## src/rtl/tff_counter.sv

```systemverilog
// Up/down modulo-(MAX+1) counter built from a row of falling-edge T flip-flops.
// Terminal values override the ripple toggle vector so the count wraps or saturates at MAX/0.
module tff_cell (
    input  logic clk,
    input  logic clr_n,
    input  logic sclr,
    input  logic load,
    input  logic d,
    input  logic t,
    output logic q
);
    always_ff @(negedge clk or negedge clr_n) begin
        if (!clr_n)    q <= 1'b0;
        else if (sclr) q <= 1'b0;
        else if (load) q <= d;
        else if (t)    q <= ~q;
    end
endmodule

module tff_counter #(
    parameter int unsigned WIDTH    = 4,
    parameter int unsigned MAX      = 9,
    parameter bit          SATURATE = 1'b0
) (
    input  logic             clk,
    input  logic             clr_n,
    input  logic             sclr,
    input  logic             load,
    input  logic [WIDTH-1:0] din,
    input  logic             en,
    input  logic             up,
    output logic [WIDTH-1:0] q,
    output logic             tc,
    output logic             ovf
);
    localparam logic [WIDTH-1:0] MAX_V = MAX[WIDTH-1:0];

    logic [WIDTH-1:0] t_up, t_dn, tog, ld_val;
    logic             oor, at_max, at_zero, ovf_nxt;

    // With a full-range MAX nothing can be out of range and no clamp is needed.
    generate
        if (64'(MAX) == ((64'd1 << WIDTH) - 64'd1)) begin : g_full
            assign oor    = 1'b0;
            assign ld_val = din;
        end else begin : g_part
            assign oor    = (q > MAX_V);
            assign ld_val = (din > MAX_V) ? MAX_V : din;
        end
    endgenerate

    assign at_max  = (q == MAX_V);
    assign at_zero = (q == '0);
    assign tc      = up ? at_max : at_zero;

    always_comb begin
        t_up    = '0;
        t_dn    = '0;
        t_up[0] = 1'b1;
        t_dn[0] = 1'b1;
        for (int i = 1; i < int'(WIDTH); i++) begin
            t_up[i] = t_up[i-1] & q[i-1];
            t_dn[i] = t_dn[i-1] & ~q[i-1];
        end
        tog     = up ? t_up : t_dn;
        ovf_nxt = 1'b0;
        // Toggling q^target lands exactly on target at the range ends.
        if (oor) begin
            tog = q;
        end else if (up && at_max) begin
            tog     = SATURATE ? '0 : q;
            ovf_nxt = 1'b1;
        end else if (!up && at_zero) begin
            tog     = SATURATE ? '0 : MAX_V;
            ovf_nxt = 1'b1;
        end
        if (!en) begin
            tog     = '0;
            ovf_nxt = 1'b0;
        end
    end

    generate
        for (genvar i = 0; i < int'(WIDTH); i++) begin : g_bit
            tff_cell u_cell (
                .clk   (clk),
                .clr_n (clr_n),
                .sclr  (sclr),
                .load  (load),
                .d     (ld_val[i]),
                .t     (tog[i]),
                .q     (q[i])
            );
        end
    endgenerate

    always_ff @(negedge clk or negedge clr_n) begin
        if (!clr_n)            ovf <= 1'b0;
        else if (sclr || load) ovf <= 1'b0;
        else                   ovf <= ovf_nxt;
    end
endmodule

```

## config.mk

```make
export PLATFORM = sky130hd
export DESIGN_NAME = tff_counter
export DESIGN_NICKNAME = d
export VERILOG_FILES = /design/src/rtl/tff_counter.sv
export SDC_FILE = /design/constraint.sdc
export NUM_CORES = 1
export LEC_CHECK = 0
export ABC_AREA = 0
export CORE_AREA = 3 3 40 42
export CTS_BUF_LIST = sky130_fd_sc_hd__clkbuf_16
export DETAILED_ROUTE_END_ITERATION = 8
export DIE_AREA = 0 0 43 45
export PLACE_DENSITY = 0.78
export SYNTH_ARGS = -nofsm -noshare
export SYNTH_HDL_FRONTEND = slang
export SYNTH_SLANG_ARGS = --single-unit
```

## constraint.sdc

```tcl
create_clock -name clk -period 1.4 [get_ports clk]
set_input_delay 0.28 -clock clk [delete_from_list [all_inputs] [get_ports clk]]
set_output_delay 0.28 -clock clk [all_outputs]
set_load 0.01 [all_outputs]
```

**After elaboration in Yosys (flattened, before gate mapping)**

Cells that the tools add are included.

- Magnitude comparators: 2
- Equal/unequal tests: 1
- Mux-type cells: 24
- Bitwise gates (word level): 8
- Reductions and logical operators: 9

Operators with widths:

| cell | number |
|---|---|
| two-way mux 4 bit | 6 |
| two-way mux 1 bit | 18 |
| nonzero test 3 bit | 4 |
| > comparator 4 bit (second input constant) | 2 |
| AND 1 bit | 4 |
| equality test 4 bit (second input constant) | 1 |
| logical NOT 4 bit | 1 |
| NOT 1 bit | 4 |
| logical AND 1 bit | 2 |
| logical NOT 1 bit | 1 |
| logical OR 1 bit | 1 |

- Bits in registers: 5
- Input bits: 10
- Output and inout bits: 6
- Word-level logic and storage cells: 49

**Depth between registers and ports, before layout**

Gate-level depths: netlist of the first run.

- Depth in word-level cells: 11
- Gate-level depth with buffers: 5

**By module**

From an unflattened synthesis of the first run, not the netlist that was laid out.

- Cells, all modules: 53
- Area, all modules: 446.7 µm²

Modules (own cells, without submodules):

| module | instances | cells an instance | area each (µm²) | seq. area each (µm²) |
|---|---|---|---|---|
| tff_cell | 4 | 5 | 56.3 | 25.0 |
| tff_counter | 1 | 33 | 221.5 | 25.0 |

==> results.py, run 1 <==
metrics = {
    "routing": {
        "viasPerCell": 5.650,
        "postRouteAntennaNets": 0,
        "drt-pass1-iter-count": 4,
        "vias": 582,
        "wl_per_cell_um": 16.25,
        "drt_iter0_markers": 20,
        "wl_um": 1674,
        "drc": 0,
    },
    "floorplanning": {
        "dieArea_mm2": 0.001935,
        "die_h_um": 45,
        "initial_core_util_pct": 37.68,
        "die_w_um": 43,
        "fp.coreArea_mm2": 0.001285,
        "rows": 13,
        "io_pins": 16,
    },
    "logic_synthesis": {
        "synthAdderAreaFrac_pct": 0,
        "postSynthAreaPerCell_um2": 8.647,
        "synth_nets": 66,
        "synth_flop_cell": "dfrtn_1",
        "yosysSeqAreaShare_pct": 25.84,
        "syn_inst": 56,
        "synth_xor_area_share_pct": 0,
        "synth.area.mux_share_pct": 0,
        "synth_edf_count": 0,
        "synth-simple-area-share_pct": 23.26,
        "synth.distinct_cells": 31,
        "syn_area_um2": 484.2,
        "synth_seq_cells": 5,
        "synth_top_family_by_area": "compound AO/OA/AOI/OAI gates",
        "async_flop_share_pct": 100.0,
        "ys_warn_count": 0,
        "synth_compound_area_share_pct": 29.97,
    },
    "timing": {
        "finClkSkew_ns": 0.0003941,
        "worst_slack_ns": -0.9109,
        "tightest_slew_ns": 0.3906,
        "setup_viol": 11,
        "hold_ws_ns": 0.7507,
        "max_slew_margin_pct": 73.69,
        "final_hold_viol_count": 0,
        "final_max_slew_viol_count": 0,
        "grt_setup_unrepaired": "yes",
    },
    "power": {
        "total_power_uw": 909.7,
        "comb_power_share_pct": 30.4,
        "ir_drop_uv": 895.2,
        "power.share.switching_pct": 25.63,
        "powerDensity_mw_per_mm2": 973.3,
        "p_int_uw": 676.5,
        "p_seq_share_pct": 18.2,
        "p_sw_uw": 233.1,
        "p_leak_nw": 0.4117,
        "power_frac_clock_pct": 51.4,
    },
    "clock_network": {
        "clock_sinks": 5,
        "clk_latency_ns": 0.26,
        "cts-root-buf": "clkbuf_16",
        "clock_path_buffers": 2,
        "clk_pin_slew_worst_paths_ns": 0.03,
        "ctsHtreeMaxLevel": 1,
        "cts_tree": "yes",
        "cts_buffers": 3,
    },
    "setup_path": {
        "crit_path_end_kind": "primary output",
        "reg2regPathDepth": 8,
        "r2r_end": "g_bit[2].u_cell.q",
        "criticalPathCategory": "reg -> out",
        "cp-start-kind": "flip-flop",
        "rr_startpoint": "g_bit[0].u_cell.q",
        "crit_required_ns": 1.12,
        "reg2reg_slack_ns": -0.44,
        "worst-path-max-fanout": 3,
        "arrival_ns": 2.03,
    },
    "placement": {
        "io_buffers": 15,
        "globalplace.congestion": 0.8429,
        "dp_hpwl_um": 963.3,
        "pre_cts_ws_ns": -1.100,
        "dpl-instance-area_um2": 690.7,
    },
    "global_routing": {
        "antenna_found_initial": 0,
        "grt_pass1_wl_um": 2739,
        "track_usage_pct": 19.58,
        "grt_pass1_vias": 585,
        "grt_overflow": 0,
        "grt_max_degree": 13,
    },
    "worst_hold_path": {
        "worstHoldPathType": "reg -> reg",
        "min_to": "ovf",
        "worst_hold_startpoint": "g_bit[2].u_cell.q",
        "hold_depth": 2,
    },
    "job": {
        "max-cap-violations": 0,
    },
    "status": {
        "run_status": "finished, violations left",
        "violations": "negative setup slack",
    },
    "layout": {
        "multi_input_area_um2": 356.6,
        "diodes": 0,
        "seq_area_um2": 125.1,
        "fin_nets": 99,
        "final_area_um2": 934.6,
        "final_layout_size_suffix_gt1_share_pct": 61.36,
        "n_fill_cell": 96,
        "syn_to_final_growth_pct": 93.02,
    },
}
## placed cells by master, fill, tap and decap left out, drive strengths merged
master | Yosys | routed
o31a | 1 | 1
nand2 | 2 | 2
nand2b | 3 | 3
clkdlybuf4s18 | 1 | 1
dfrtn | 5 | 5
nor2b | 1 | 1
nor4 | 1 | 1
buf | 6 | 30
inv | 4 | 5
a311oi | 1 | 1
a221oi | 3 | 3
dlygate4sd2 | 0 | 5
clkbuf | 2 | 3
a211oi | 1 | 1
or4b | 1 | 1
a21boi | 1 | 1
nand4 | 1 | 1
a31oi | 1 | 1
o41ai | 1 | 1
nor3 | 1 | 1
o21ai | 4 | 4
nor2 | 4 | 4
nor4b | 2 | 2
clkdlybuf4s50 | 0 | 1
nand3 | 1 | 1
a311o | 1 | 1
nand3b | 2 | 2
a21oi | 4 | 4
a2111oi | 1 | 1
## power by group through the flow
stage                     logic [mW]  clock network (mW)  registers (mW)
after floorplan                0.125                   0           0.169
after global placement         0.198                   0           0.168
after detailed placement       0.201                   0           0.169
after CTS                      0.256               0.474           0.165
after global routing           0.296               0.485           0.167
final                          0.277               0.467           0.166
## cells in the mapped netlist (2+ instances only)
master | instances | area, um2
a21oi_1 | 4 | 20.02
a221oi_1 | 2 | 17.52
buf_4 | 5 | 37.54
clkbuf_8 | 2 | 27.53
dfrtn_1 | 5 | 125.1
inv_1 | 3 | 11.26
nand2_1 | 2 | 7.510
nand2b_1 | 3 | 18.77
nand3b_1 | 2 | 15.01
nor2_1 | 4 | 15.01
nor4b_1 | 2 | 17.52
o21ai_0 | 3 | 15.01
## worst max-delay path, stage by stage, from the launching register on
cell and delay [ns]:
dfrtn_1 0.46, nand2_2 0.09, a2111oi_4 0.32, buf_2 0.19
## layout make-up
cell class | count | share of cell area [%]
multi-input cells | 38 | 38.15
repair buffers | 37 | 36.14
flip-flops and latches | 5 | 13.39
clock buffers | 3 | 8.032
well taps | 15 | 2.008
inverters | 4 | 1.874
clock inverters | 1 | 0.4016
## layer usage
| metal | share of wire, % | up-vias | track usage [%] |
|---|---|---|---|
| li1 | - | 270 | - |
| met1 | 42 | 276 | 22.00 |
| met2 | 52 | 32 | 35.93 |
| met3 | 5.4 | 4 | 4.781 |
| met4 | 1.1 | 0 | 7.229 |
| met5 | 0 | - | 0 |
## sequential cells by signal (all words and copies together), names as in the netlist
name,flops
g_bit.u_cell.q,4
ovf,1
## how the worst max path moves through the flow
| stage | from | endpoint |
|---|---|---|
| floorplan | g_bit[0].u_cell.q | tc |
| global placement | g_bit[0].u_cell.q | tc |
| detailed placement | g_bit[0].u_cell.q | tc |
| CTS | g_bit[0].u_cell.q | tc |
| global route | g_bit[3].u_cell.q | tc |
| finish | g_bit[0].u_cell.q | tc |
## timing repair
action | CTS | global route
pin swaps | 11 | 4
setup endpoints to repair | 11 | 11
buffers inserted | 7 | 2
hold buffers | 0 | 0
resized for setup | 72 | 4
## metrics by stage
| stage | TNS [ns] | util [%] | cells |
|---|---|---|---|
| 3_3_place_gp | -8.810 | 53.75 | 91 |
| 6_report | -5.022 | 72.74 | 103 |
| 2_1_floorplan | -2.972 | - | 56 |
| 5_1_grt | -5.513 | 72.74 | 103 |
| 3_5_place_dp | -8.910 | 53.75 | 91 |
| 4_1_cts | -4.523 | 70.79 | 101 |
## cells by family after synthesis
kind of cell / count (synthesis)
DFF: 5
and+or+nand+nor: 19
buffers and inverters: 13
AOI/OAI and AO/OA: 19
No activity file was read; power rests on OpenSTA's default activity.
==> run 2: changes to the inputs <==
- REMOVE_ABC_BUFFERS: default -> 1
==> run 2 against run 1 <==
Net effect: the run still ends with negative setup slack left; largest cell class unchanged; clock power decreased by 2%; worst setup slack got worse by 0.076 ns; clock skew increased by 0.0027 ns; non-clock buffer count increased by 2; clock-buffer cell count unchanged; utilization increased by 3.0 points; largest power group unchanged.
==> results.py, run 2 (synthesized netlist as in run 1, its figures left out) <==
metrics = {
    "timing": {
        "tightest_slew_ns": 0.3300,
        "worst_slack_ns": -0.9872,
        "finClkSkew_ns": 0.003081,
        "grt_setup_unrepaired": "yes",
        "max_slew_margin_pct": 77.69,
        "final_hold_viol_count": 0,
        "final_max_slew_viol_count": 0,
        "setup_viol": 11,
    },
    "floorplanning": {
        "die_w_um": 43,
        "rows": 13,
        "fp.coreArea_mm2": 0.001285,
        "die_h_um": 45,
        "initial_core_util_pct": 37.68,
        "dieArea_mm2": 0.001935,
        "io_pins": 16,
    },
    "routing": {
        "wl_per_cell_um": 17.39,
        "drt_iter0_markers": 19,
        "wl_um": 1826,
        "vias": 590,
        "drt-pass1-iter-count": 4,
        "viasPerCell": 5.619,
        "postRouteAntennaNets": 0,
        "drc": 0,
    },
    "setup_path": {
        "arrival_ns": 2.11,
        "criticalPathCategory": "reg -> out",
        "rr_startpoint": "g_bit[3].u_cell.q",
        "critPathLaunch": "g_bit[3].u_cell.q",
        "crit_path_end_kind": "primary output",
        "worst-path-max-fanout": 3,
        "reg2regPathDepth": 8,
        "cp-start-kind": "flip-flop",
        "crit_required_ns": 1.12,
    },
    "placement": {
        "dp_hpwl_um": 944.4,
        "globalplace.congestion": 0.8437,
        "pre_cts_ws_ns": -1.126,
        "io_buffers": 15,
    },
    "global_routing": {
        "grt_pass1_vias": 603,
        "antenna_found_initial": 0,
        "grt_overflow": 0,
        "track_usage_pct": 18.74,
        "grt_max_degree": 12,
        "grt_pass1_wl_um": 2697,
    },
    "clock_network": {
        "clock_sinks": 5,
        "ctsHtreeMaxLevel": 1,
        "clk_pin_slew_worst_paths_ns": 0.03,
        "cts_tree": "yes",
        "cts-root-buf": "clkbuf_16",
        "clk_latency_ns": 0.26,
        "cts_buffers": 3,
        "clock_path_buffers": 2,
    },
    "job": {
        "max-cap-violations": 0,
    },
    "layout": {
        "layout_common_cells": "buf_4 (15), buf_6 (12), dfrtn_1 (5), dlygate4sd2_1 (5), nor2_1 (4)",
        "reg_top3": "g_bit.u_cell.q: 4 flops, ovf: 1 flops",
        "largest_reg_flops": 4,
        "syn_to_final_growth_pct": 101.0,
        "n_fill_cell": 89,
        "diodes": 0,
        "fin_nets": 101,
        "top_register": "g_bit.u_cell.q",
        "mostFrequentLayoutCell": "buf_4",
        "finalCoreUtilization_pct": 75.75,
        "final_layout_size_suffix_gt1_share_pct": 62.22,
    },
    "status": {
        "violations": "negative setup slack",
        "run_status": "finished, violations left",
    },
    "worst_hold_path": {
        "worstHoldPathType": "in -> async",
    },
    "power": {
        "p_leak_nw": 0.4226,
        "ir_drop_uv": 485.1,
        "powerDensity_mw_per_mm2": 949.4,
    },
}
[run 2: repair_timing]
item                                    4_1_cts  5_1_grt
hold buffers                                  0        0
buffers inserted                             10        3
endpoints found under the setup margin       11       11
resized for setup                            64       18
pin swaps                                    10        8
[run 2: worst max-delay path: stages (launching register included)]
cell,delay [ns]
dfrtn_1,0.37
nor2_1,0.15
nor2_1,0.09
a2111oi_4,0.35
buf_2,0.19
[run 2: metrics by stage]
stage / setup TNS [ns] / power [mW] / cells / hold WS (ns) / area, um2
finish: -5.166 / 0.9242 / 105 / 0.8281 / 973.4
global route: -5.608 / 0.9646 / 105 / 0.8449 / 973.4
CTS: -4.661 / 0.8771 / 103 / 0.7966 / 887.1
detailed placement: -9.143 / 0.3555 / 89 / 0.6700 / 656.9
global placement: -8.993 / 0.3524 / 89 / 0.6662 / 656.9
floorplan: -2.933 / 0.2420 / 47 / 0.5758 / 397.9
[run 2: final cells by class]
cell class                      instances  area (um2)  area share [%]
Multi-Input combinational cell         38       374.1           38.43
Timing Repair Buffer                   39       357.8           36.76
Sequential cell                         5       125.1           12.85
Clock buffer                            3       75.07           7.712
Tap cell                               15       18.77           1.928
Inverter                                4       17.52           1.799
Clock inverter                          1       5.005          0.5141
[run 2: final timing paths]
check,end,slack [ns]
max reg2reg,g_bit[2].u_cell.q,-0.36
min in group clk,g_bit[0].u_cell.q,0.88
min,g_bit[3].u_cell.q,0.83
max,tc,-0.99
max in group asynchronous,ovf,0.35
min reg2reg,g_bit[0].u_cell.q,0.88
[run 2: power by group]
part / internal, mW / switching [mW]
Combinational: 0.159 / 0.140
Sequential: 0.156 / 0.00965
Clock: 0.372 / 0.0867
[run 2: metal layers]
layer / vias to the layer above / wire length (um) / share of wire, % / track usage (%)
met3: 2 / 61 / 3.3 / 2.789
met2: 23 / 955 / 52 / 32.63
met1: 289 / 787 / 43 / 23.72
met5: - / 0 / 0 / 0
li1: 276 / - / - / -
met4: 0 / 21 / 1.2 / 6.627
==> run 3: changes to the inputs <==
- PLACE_DENSITY: 0.78 -> 0.65
- SYNTH_HIERARCHICAL: default -> 1
==> run 3 against run 2 <==
Net effect: flip-flop and latch count did not move; via count fell by 14%; clock power rose by 4%; routed wire length fell by 27%; the flow still finishes with violations (negative setup slack).
==> results.py, run 3 <==
metrics = {
    "routing": {
        "drc": 0,
        "wl_um": 1324,
        "wl_per_cell_um": 13.11,
        "drt-pass1-iter-count": 3,
        "viasPerCell": 5.040,
        "postRouteAntennaNets": 0,
        "vias": 509,
        "drt_iter0_markers": 6,
    },
    "setup_path": {
        "crit_path_end_kind": "primary output",
        "crit_end": "tc",
        "r2r_end": "g_bit[0].u_cell/q",
        "reg2reg_slack_ns": -0.29,
        "crit_required_ns": 1.12,
        "worst_path_max_delay_cell": "or3_1",
        "arrival_ns": 2.07,
        "criticalPathCategory": "reg -> out",
        "rr_startpoint": "g_bit[2].u_cell/q",
        "critPathLaunch": "g_bit[0].u_cell/q",
        "worst-path-max-fanout": 2,
        "cp_slowest_stage_delay_ns": 0.36,
        "cp-start-kind": "flip-flop",
        "reg2regPathDepth": 9,
        "path_cells": "or3_1 -> a211oi_2 -> buf_2",
    },
    "placement": {
        "dp_hpwl_um": 881.7,
        "io_buffers": 15,
        "dpl-instance-area_um2": 683.2,
        "pre_cts_ws_ns": -1.135,
        "globalplace.congestion": 0.7626,
    },
    "clock_network": {
        "ctsHtreeMaxLevel": 1,
        "clk_latency_ns": 0.26,
        "cts-root-buf": "clkbuf_16",
        "clock_path_buffers": 2,
        "clock_sinks": 5,
        "cts_buffers": 3,
        "cts_tree": "yes",
        "clk_pin_slew_worst_paths_ns": 0.03,
    },
    "global_routing": {
        "grt_pass1_vias": 456,
        "grt_overflow": 0,
        "antenna_found_initial": 0,
        "grt_max_degree": 12,
        "track_usage_pct": 14.97,
        "grt_pass1_wl_um": 1987,
    },
    "power": {
        "p_leak_nw": 0.3709,
        "powerDensity_mw_per_mm2": 1075,
        "total_power_uw": 879.9,
        "ir_drop_uv": 907.8,
    },
    "timing": {
        "worst_slack_ns": -0.9493,
        "finClkSkew_ns": 0.0009388,
        "max_slew_margin_pct": 76.42,
        "grt_setup_unrepaired": "yes",
        "hold_ws_ns": 0.6896,
        "tightest_slew_ns": 0.3510,
        "final_hold_viol_count": 0,
        "final_max_slew_viol_count": 0,
        "setup_viol": 11,
    },
    "layout": {
        "top_register": "g_bit.u_cell/q",
        "mostFrequentLayoutCell": "buf_4",
        "finalCoreUtilization_pct": 63.68,
        "final_layout_size_suffix_gt1_share_pct": 43.02,
        "largest_reg_flops": 4,
        "syn_to_final_growth_pct": 83.19,
        "diodes": 0,
        "layout_common_cells": "buf_4 (12), buf_6 (7), nor2b_1 (6), dlygate4sd2_1 (6)",
        "fin_nets": 97,
        "n_fill_cell": 115,
        "final_area_um2": 818.3,
        "reg_top3": "g_bit.u_cell/q: 4 flops, ovf: 1 flops",
    },
    "logic_synthesis": {
        "synth_flop_cell": "dfrtn_1",
        "syn_inst": 53,
        "ys_warn_count": 6,
        "synthTopCellsByCount": "inv_1 (6), nor2b_1 (6), a211oi_2 (5), dfrtn_1 (5)",
        "postSynthAreaPerCell_um2": 8.428,
        "yosys.area.top_type": "dfrtn_1",
        "synth.distinct_cells": 23,
        "ys_top_cells_by_area": "dfrtn_1 (28%), a211oi_2 (14%), nor2b_1 (8.4%)",
        "synth_top_area_share_pct": 28.01,
        "synth_seq_cells": 5,
        "async_flop_share_pct": 100.0,
        "yosysSeqAreaShare_pct": 28.01,
        "synth_edf_count": 0,
        "syn_area_um2": 446.7,
    },
    "floorplanning": {
        "die_h_um": 45,
        "initial_core_util_pct": 34.76,
        "dieArea_mm2": 0.001935,
        "die_w_um": 43,
        "io_pins": 16,
        "fp.coreArea_mm2": 0.001285,
        "rows": 13,
    },
    "status": {
        "violations": "negative setup slack",
        "run_status": "finished, violations left",
    },
    "job": {
        "max-cap-violations": 0,
    },
    "worst_hold_path": {
        "worstHoldPathType": "reg -> reg",
    },
}
-- run 3: changes by cell type after synthesis, moves of 3 or more --
cell / before / now
a211oi_2: 0 / 5
buf_4: 5 / 0
nor2b_1: 1 / 6
xnor2_1: 0 / 4
inv_1: 3 / 6
-- run 3: final cells by class --
cell class	instances	area [um2]	area share (%)
Multi-Input combinational cell	40	304.0	37.16
Timing Repair Buffer	31	267.8	32.72
Sequential cell	5	125.1	15.29
Clock buffer	3	75.07	9.174
Inverter	6	22.52	2.752
Tap cell	15	18.77	2.294
Clock inverter	1	5.005	0.6116
-- run 3: where the power goes --
part / total [mW] / internal, mW / leakage (nW) / switching [mW]
combinational: 0.237 / 0.127 / 0.264 / 0.111
sequential: 0.166 / 0.157 / 0.0656 / 0.00870
clock: 0.476 / 0.374 / 0.0409 / 0.102
-- run 3: cell families (layout without fill, tap and decap cells) --
logic type	Yosys count	after routing	share of synthesized area, %
and+or+nand+nor	20	20	25.77
AOI/OAI and AO/OA	16	16	29.97
buffers and inverters	8	41	8.402
DFF	5	5	28.01
xor gates and xnor gates	4	4	7.842
-- run 3: routing by layer --
layer / GRT usage [%] / routed length (um)
met1: 14.15 / 523
met4: 9.036 / 31
met3: 6.375 / 84
met2: 26.95 / 685
met5: 0 / 0
-- run 3: timing repair --
action,in CTS,in global routing
cloned,0,0
pin swaps,9,2
setup endpoints to repair,11,11
setup buffers,1,5
hold buffers,0,0
endpoints found under the hold margin,0,0
gates resized for setup,43,7
-- run 3: how the worst min path moves through the flow --
stage                           start                 to  slack (ns)  cells after the start
floorplan                       clr_n  g_bit[0].u_cell/q        0.58                      0
global placement    g_bit[1].u_cell/q                ovf        0.68                      2
detailed placement  g_bit[1].u_cell/q                ovf        0.68                      2
CTS                 g_bit[1].u_cell/q                ovf        0.67                      2
global route        g_bit[1].u_cell/q                ovf        0.73                      2
finish              g_bit[1].u_cell/q                ovf        0.69                      2
-- run 3: through the flow --
stage	cells	TNS, ns
after detailed placement	92	-9.280
after floorplan	51	-3.205
after CTS	97	-5.377
after global routing	101	-5.987
after global placement	92	-9.187
final	101	-5.411
-- run 3: worst max-delay path, delay by kind of cell (launching register included) --
family,cells,cell delay (ns)
AOI/OAI and AO/OA,1,0.22
buffers and inverters,1,0.18
DFF,1,0.34
and+or+nand+nor,1,0.36
